### src/rtl/seven_seg_capture.sv
// Recovers hex digits from a multiplexed, active-low 7-segment display bus.
// A stability filter rejects anode-switching ghosts. Each decode is classified as a digit, a blank or an illegal pattern.
module seven_seg_capture #(
  parameter int NUM_DIGITS    = 4,
  parameter int STABLE_CYCLES = 4,
  parameter int IDX_W         = 2
) (
  input  logic                    clk,
  input  logic                    rst,
  input  logic [NUM_DIGITS-1:0]   anode,
  input  logic [6:0]              seg,
  output logic [4*NUM_DIGITS-1:0] digits,
  output logic [NUM_DIGITS-1:0]   digit_valid,
  output logic                    update,
  output logic                    pattern_err,
  output logic [IDX_W-1:0]        event_digit
);

  localparam int CW = $clog2(STABLE_CYCLES + 1);

  logic [NUM_DIGITS-1:0]   an_q, an_d;
  logic [6:0]              seg_q, seg_d;
  logic [CW-1:0]           cnt_q, cnt_d;
  logic [4*NUM_DIGITS-1:0] digits_q, digits_d;
  logic [NUM_DIGITS-1:0]   valid_q, valid_d;
  logic                    update_q, update_d;
  logic                    perr_q, perr_d;
  logic [IDX_W-1:0]        evt_q, evt_d;

  logic                    changed;
  logic                    fire;
  logic                    one_low;
  logic [IDX_W-1:0]        idx;
  logic [4:0]              dec;

  // Returns {hit, value}; exact inverse of the segment encoder table.
  function automatic logic [4:0] decode_seg(input logic [6:0] s);
    case (s)
      7'h40:   decode_seg = 5'h10;
      7'h79:   decode_seg = 5'h11;
      7'h24:   decode_seg = 5'h12;
      7'h30:   decode_seg = 5'h13;
      7'h19:   decode_seg = 5'h14;
      7'h12:   decode_seg = 5'h15;
      7'h02:   decode_seg = 5'h16;
      7'h78:   decode_seg = 5'h17;
      7'h00:   decode_seg = 5'h18;
      7'h18:   decode_seg = 5'h19;
      7'h08:   decode_seg = 5'h1A;
      7'h03:   decode_seg = 5'h1B;
      7'h27:   decode_seg = 5'h1C;
      7'h21:   decode_seg = 5'h1D;
      7'h06:   decode_seg = 5'h1E;
      7'h0E:   decode_seg = 5'h1F;
      default: decode_seg = 5'h00;
    endcase
  endfunction

  assign changed = ({anode, seg} != {an_q, seg_q});
  // Fires once, on the edge where the counter reaches STABLE_CYCLES-1.
  assign fire    = !changed && (cnt_q == CW'(STABLE_CYCLES - 2));
  assign one_low = $onehot(~an_q);
  assign dec     = decode_seg(seg_q);

  always_comb begin
    idx = '0;
    for (int i = 0; i < NUM_DIGITS; i++) begin
      if (!an_q[i]) idx = IDX_W'(i);
    end
  end

  always_comb begin
    an_d     = anode;
    seg_d    = seg;
    cnt_d    = cnt_q;
    if (changed) cnt_d = '0;
    else if (cnt_q != CW'(STABLE_CYCLES)) cnt_d = cnt_q + 1'b1;
  end

  always_comb begin
    digits_d = digits_q;
    valid_d  = valid_q;
    evt_d    = evt_q;
    update_d = 1'b0;
    perr_d   = 1'b0;
    if (fire && one_low) begin
      evt_d = idx;
      valid_d[idx] = 1'b0;
      if (dec[4]) begin
        digits_d[4*idx +: 4] = dec[3:0];
        valid_d[idx]         = 1'b1;
        update_d             = 1'b1;
      end else if (seg_q != 7'h7F) begin
        perr_d = 1'b1;
      end
    end
  end

  always_ff @(posedge clk or posedge rst) begin
    if (rst) begin
      an_q     <= '1;
      seg_q    <= 7'h7F;
      cnt_q    <= '0;
      digits_q <= '0;
      valid_q  <= '0;
      update_q <= 1'b0;
      perr_q   <= 1'b0;
      evt_q    <= '0;
    end else begin
      an_q     <= an_d;
      seg_q    <= seg_d;
      cnt_q    <= cnt_d;
      digits_q <= digits_d;
      valid_q  <= valid_d;
      update_q <= update_d;
      perr_q   <= perr_d;
      evt_q    <= evt_d;
    end
  end

  assign digits      = digits_q;
  assign digit_valid = valid_q;
  assign update      = update_q;
  assign pattern_err = perr_q;
  assign event_digit = evt_q;

endmodule

### config.mk
export PLATFORM = sky130hd
export DESIGN_NAME = seven_seg_capture
export DESIGN_NICKNAME = d
export VERILOG_FILES = /design/src/rtl/seven_seg_capture.sv
export SDC_FILE = /design/constraint.sdc
export NUM_CORES = 1
export LEC_CHECK = 0
export ABC_AREA = 1
export CORE_UTILIZATION = 49
export CTS_CLUSTER_SIZE = 14
export DETAILED_ROUTE_END_ITERATION = 10
export GPL_TIMING_DRIVEN = 0
export PLACE_DENSITY = 0.83
export SLEW_MARGIN = 20
export SYNTH_ARGS = -nofsm -noshare
export SYNTH_HDL_FRONTEND = slang
export SYNTH_SLANG_ARGS = --single-unit
### constraint.sdc
create_clock -name clk -period 2.4 [get_ports clk]
set_input_delay 0.24 -clock clk [delete_from_list [all_inputs] [get_ports clk]]
set_output_delay 0.24 -clock clk [all_outputs]
set_load 0.02 [all_outputs]
**After elaboration in Yosys (flattened, before gate mapping)**

Cells that the tools add are included.

- Bits in registers: 38
- Bits in latches: 0
- Bits in writable memories: 0
- Memory bits (read-only): 0
- Input bits: 13
- Logic and storage cells: 63
- Memories: 0

- Add/subtract/negate cells: 5
- Multipliers: 0
- Divide/modulo/power cells: 0
- Order comparisons: 2
- Eq/ne operators: 20
- Shifts and indexed selects: 2
- Mux-type cells: 15
- Bitwise gates (word level): 4
- Reductions and logical operators: 7

Operators with widths:

| cell | count |
|---|---|
| $pmux W5 S16 | 1 |
| $neg A4 Y34 | 1 |
| $shift A4 B34 Y16 const A | 1 |
| $shiftx A4 B34 Y16 | 1 |
| $eq A7 B6 Y1 const B | 4 |
| $eq A7 B5 Y1 const B | 3 |
| $eq A7 B7 Y1 const B | 3 |
| $bwmux W16 | 1 |
| $eq A7 B2 Y1 const B | 2 |
| $eq A7 B4 Y1 const B | 2 |
| $ne A11 B11 Y1 | 1 |
| $not A4 Y4 | 2 |
| $eq A7 B3 Y1 const B | 1 |
| $logic_not A7 Y1 | 1 |
| $mux W1 | 7 |
| $ne A7 B7 Y1 const B | 1 |
| $mux W3 | 2 |
| $add A1 B1 Y2 | 2 |
| $and A4 B4 Y4 | 1 |
| $mux W2 | 2 |
| $mux W4 | 1 |
| $or A4 B4 Y4 | 1 |
| $add A2 B2 Y3 | 1 |
| $add A3 B1 Y3 const B | 1 |
| 10 further kinds | 12 |

**Longest topological paths before layout**

- Word-level depth: 11
- Mapped depth: 12
- Gate-level depth less buffers: 12

**Worst setup path before layout**

OpenSTA, ideal clock, no wires.

- Path kind: reg-to-reg
- Start point: reg an_q[3]
- End point: reg digits_q[2], in the netlist digits[2]
- Arrival: 2.221 ns
- Required time: 2.282 ns
- Path slack: 0.061 ns
- Cell stages (with the launch flop): 11
- Path buffers: 0
- Period minus slack after synthesis: 2.339 ns
- Cells stage by stage: dfstp_2 fa_1 inv_1 ha_1 ha_1 nor3_1 nand2_4 nor2_8 nand2_4 nand2_1 nand2_1

- Word-level cells in the longest chain between the ends: 6
- Elaborated cells on any way between the ends: 14

RTL lines:

| element | RTL line | text |
|---|---|---|
| start, declared | 21 | `logic [NUM_DIGITS-1:0] an_q, an_d;` |
| start signal, assigned | 110 | `an_q <= an_d;` |
| parallel branches: the longest is 6 deep, another holds $neg A4 Y34 | - |  |
| end signal, assigned | 113 | `digits_q <= digits_d;` |
| end, declared | 24 | `logic [4*NUM_DIGITS-1:0] digits_q, digits_d;` |

Several ways; the timed one is not identified.
A chain may end at the register's enable or synchronous reset.

**Worst setup path after layout**

- Start point: reg an_q[1]
- End point: reg digits_q[6], in the netlist digits[6]

- Word-level cells in the longest chain between the ends: 6
- Elaborated cells on any way between the ends: 16

RTL lines:

| element | RTL line | text |
|---|---|---|
| $mux W1 / $not A4 Y4 (equally long branches) | 68, 62 |  |
| $mux W2 / $add A1 B1 Y2 (equally long branches) | 68, 62 |  |
| $mux W2 / $add A2 B2 Y3 (equally long branches) | 68, 62 |  |
| $neg A4 Y34 / $eq A3 B1 Y1 (equally long branches) | 90, 62 |  |
| $shiftx A4 B34 Y16 (tied with other cells) | 90 | `digits_d[4*idx +: 4] = dec[3:0];` |
| $bwmux W16 / $reduce_and A2 Y1 (equally long branches) | - |  |

Parallel ways exist; a longest one is shown, timed or not.

==> impl_metrics.sql <==
INSERT INTO impl_metrics (metric_group, metric, value, unit) VALUES
('status', 'status', 'finished clean', ''),
('setup_path', 'worstPathBufferInverterCount', '2', ''),
('clock_network', 'tritoncts', 'yes', ''),
('floorplanning', 'die_w', '71.7', 'um'),
('place', 'hpwlAfterDp', '3670', 'um'),
('layout', 'final_net_count', '401', ''),
('setup_path', 'slowest_stage', 'fa_1', ''),
('sta', 'rsz0062_at_grt', 'yes', ''),
('clock_network', 'clock_tree.root_cell', 'clkbuf_8', ''),
('global_routing', 'first_global_vias', '2057', ''),
('setup_path', 'crit_path_cell_trace', 'fa_1, inv_2, ha_4, ha_4, nor2_4, nand2_2, nor3_4, nand3_2, nor2_4, inv_4, nand2_4, nand2_2', ''),
('global_routing', 'gr-usage-all-layers', '21.3', '%'),
('route', 'post-route-drc-count', '0', ''),
('layout', 'fillerInstances', '367', ''),
('route', 'vias', '2121', ''),
('route', 'drt-pass1-iter-count', '4', ''),
('sta', 'min_period_over_period', '97.7', '%'),
('job', 'max_cap_violations', '0', ''),
('floorplanning', 'core.rowCount', '24', ''),
('setup_path', 'critPathMaxStageDelay', '0.54', 'ns'),
('pwr', 'power.ir.vdd_worst', '281', 'uV'),
('clock_network', 'tritoncts.num_buffers', '5', ''),
('layout', 'final_core_utilization', '67.0', '%'),
('sta', 'finalSetupViolations', '0', ''),
('place', 'routability_driven_placement_congestion_ratio', '0.880', ''),
('sta', 'least_margin_pin_slew', '0.787', 'ns'),
('clock_network', 'worst_skew_pair.late_latency', '0.29', 'ns'),
('yosys', 'postSynthAreaPerCell', '7.21', 'sq um'),
('route', 'routed_via_density', '4.93', ''),
('yosys', 'synthCells', '330', ''),
('clock_network', 'clock_sinks', '38', ''),
('sta', 'post-route-min-period', '2.34', 'ns'),
('place', 'number_of_port_buffers', '36', ''),
('floorplanning', 'fp.coreArea', '4500', 'sq um'),
('yosys', 'postSynthRegisterBits', '38', ''),
('setup_path', 'critical_path_peak_fanout', '5', ''),
('place', 'dpl_cell_area', '2800', 'sq um'),
('pwr', 'power_per_cell_area', '430', 'nW/um^2'),
('global_routing', 'grt_start_max_net_pins', '39', ''),
('layout', 'num_antenna_cells', '0', ''),
('yosys', 'yosys.cell_types.count', '29', ''),
('setup_path', 'cp_top_family', 'adder cells', ''),
('floorplanning', 'io_pins', '37', ''),
('floorplanning', 'fp.dieArea', '5140', 'sq um'),
('clock_network', 'cts_max_level', '2', ''),
('clock_network', 'worst_setup_hold_path_clk_slew', '0.07', 'ns'),
('route', 'average_routed_wire_per_standard_cell', '11.9', 'um'),
('yosys', 'mappedNetlistArea', '2380', 'sq um'),
('setup_path', 'setup.worst_path.start_class', 'flop', ''),
('yosys', 'synth.area.top_cells', 'dfrtp_1, nand2_1, dfstp_2, nor2_1, inv_1', ''),
('global_routing', 'grt_remaining_overflow', '0', ''),
('floorplanning', 'start_util', '52.8', '%'),
('sta', 'timing.clock.skew', '0.00927', 'ns'),
('layout', 'areaGrowthSynthToFinish', '26.8', '%'),
('yosys', 'synth_sequential_area_ratio', '40.6', '%'),
('layout', 'finalInstanceArea', '3020', 'sq um'),
('min_path', 'min_path_type', 'input pin to flop', ''),
('sta', 'max_slew_margin', '47.4', '%'),
('route', 'drt_wl_total', '5110', 'um'),
('floorplanning', 'floorplan.die.height', '71.7', 'um'),
('yosys', 'ys_warn_count', '0', ''),
('layout', 'mostFrequentLayoutCells', 'nand2_1, nor2_1, clkdlybuf4s50_1', ''),
('yosys', 'yosys.area.top_type', 'dfrtp_1', ''),
('clock_network', 'max-clock-path-buffers', '2', ''),
('route', 'first_iter_violations', '129', ''),
('setup_path', 'worst-endpoint-required', '2.58', 'ns'),
('sta', 'max_freq', '0.426', 'GHz'),
('route', 'detail-route-antenna-nets', '0', ''),
('global_routing', 'wire_length_of_the_first_global_routing_pass', '8520', 'um'),
('sta', 'timing.final.max_slew_violations', '0', ''),
('sta', 'timing_hold_violations_final', '0', ''),
('yosys', 'syn-num-nets', '353', ''),
('global_routing', 'antenna_found_initial', '0', ''),
('setup_path', 'worst-endpoint-arrival', '2.52', 'ns'),
('pwr', 'power.static_leakage', '1.60', 'nW'),
('setup_path', 'timing.critical_path.to_type', 'flop', ''),
('clock_network', 'cts_hold_buffers_added', '0', ''),
('setup_path', 'critical_path_class', 'flop to flop', ''),
('layout', 'commonest_non_fill_non_tap_cell_in_the_layout', 'nand2_1', ''),
('layout', 'layout-drive-gt1-share', '19.6', '%'),
('yosys', 'synth_top_area_share', '28.4', '%');
## synth_stat cells, drive strengths merged
master	number
fa	1
buf	1
xor2	2
nand4	6
nor4	1
clkbuf	1
dfstp	11
ha	9
nand3b	1
o21ai	5
nor3	8
nand2	143
inv	37
clkinv	3
xnor2	3
nor2	52
a21oi	1
nand3	18
dfrtp	27
## area by class of cell
cell class | instances | area (sq um) | share of cell area (%)
flip-flops and latches | 38 | 965 | 32.0
plain buffers | 2 | 10.0 | 0.332
multi-input cells | 250 | 1340 | 44.5
well taps | 52 | 65.1 | 2.16
inverters | 40 | 161 | 5.35
repair buffers | 41 | 398 | 13.2
clock buffers | 7 | 76.3 | 2.53
## where the power goes
part | switching (mW) | total [mW] | internal [mW] | leakage, nW
Clock | 0.213 | 0.413 | 0.200 | 0.0383
Sequential | 0.0139 | 0.672 | 0.658 | 0.493
Combinational | 0.132 | 0.213 | 0.0806 | 1.06
Total | 0.360 | 1.30 | 0.939 | 1.60
## repair_timing
action                                  CTS  global route
buffers inserted                          0             5
gates resized for setup                   3            27
pin swaps                                 0            13
endpoints found under the setup margin   22            22
## per-layer routing
layer	vias to the layer above	global-route usage [%]	share of wire, %
met3	9	5.34	3.4
li1	1107	-	-
met5	-	0	0
met4	0	7.19	1.3
met1	963	27.1	47
met2	42	35.6	48
## final timing paths
check,to,depth (start not counted),slack (ns),startpoint
setup / recovery,digits[6]$_DFFE_PP0P_,12,0.06,an_q[1]$_DFF_PP1_
hold / removal,an_q[0]$_DFF_PP1_,1,0.40,anode[0]
setup reg to reg,digits[6]$_DFFE_PP0P_,12,0.06,an_q[1]$_DFF_PP1_
hold reg to reg,flop,2,0.48,flop
max in group asynchronous,digits[14]$_DFFE_PP0P_,2,1.48,rst
min in group asynchronous,cnt_q[1]$_DFFE_PP0P_,2,0.41,rst
## through the flow
step                hold slack [ns]  TNS [ns]  setup slack, ns  cells  power, mW
finish                        0.400         0           0.0552    430       1.30
global route                  0.402    -0.350          -0.0642    430       1.36
global placement              0.459     -1.74           -0.137    418      0.849
floorplan                     0.244         0           0.0605    330      0.801
detailed placement            0.469     -2.62           -0.219    418      0.855
CTS                           0.397         0          0.00790    425       1.27
## kinds of logic (layout without fill, tap and decap cells)
kind of cell	after synthesis	in the layout	synth area share (%)
xor gates and xnor gates	5	5	1.84
and+or+nand+nor	229	229	43.7
DFF	38	38	40.6
adders and majority gates	10	10	5.58
buffers and inverters	42	90	7.05
AOI/OAI and AO/OA	6	6	1.26
Power figures use the tool's default switching activity.
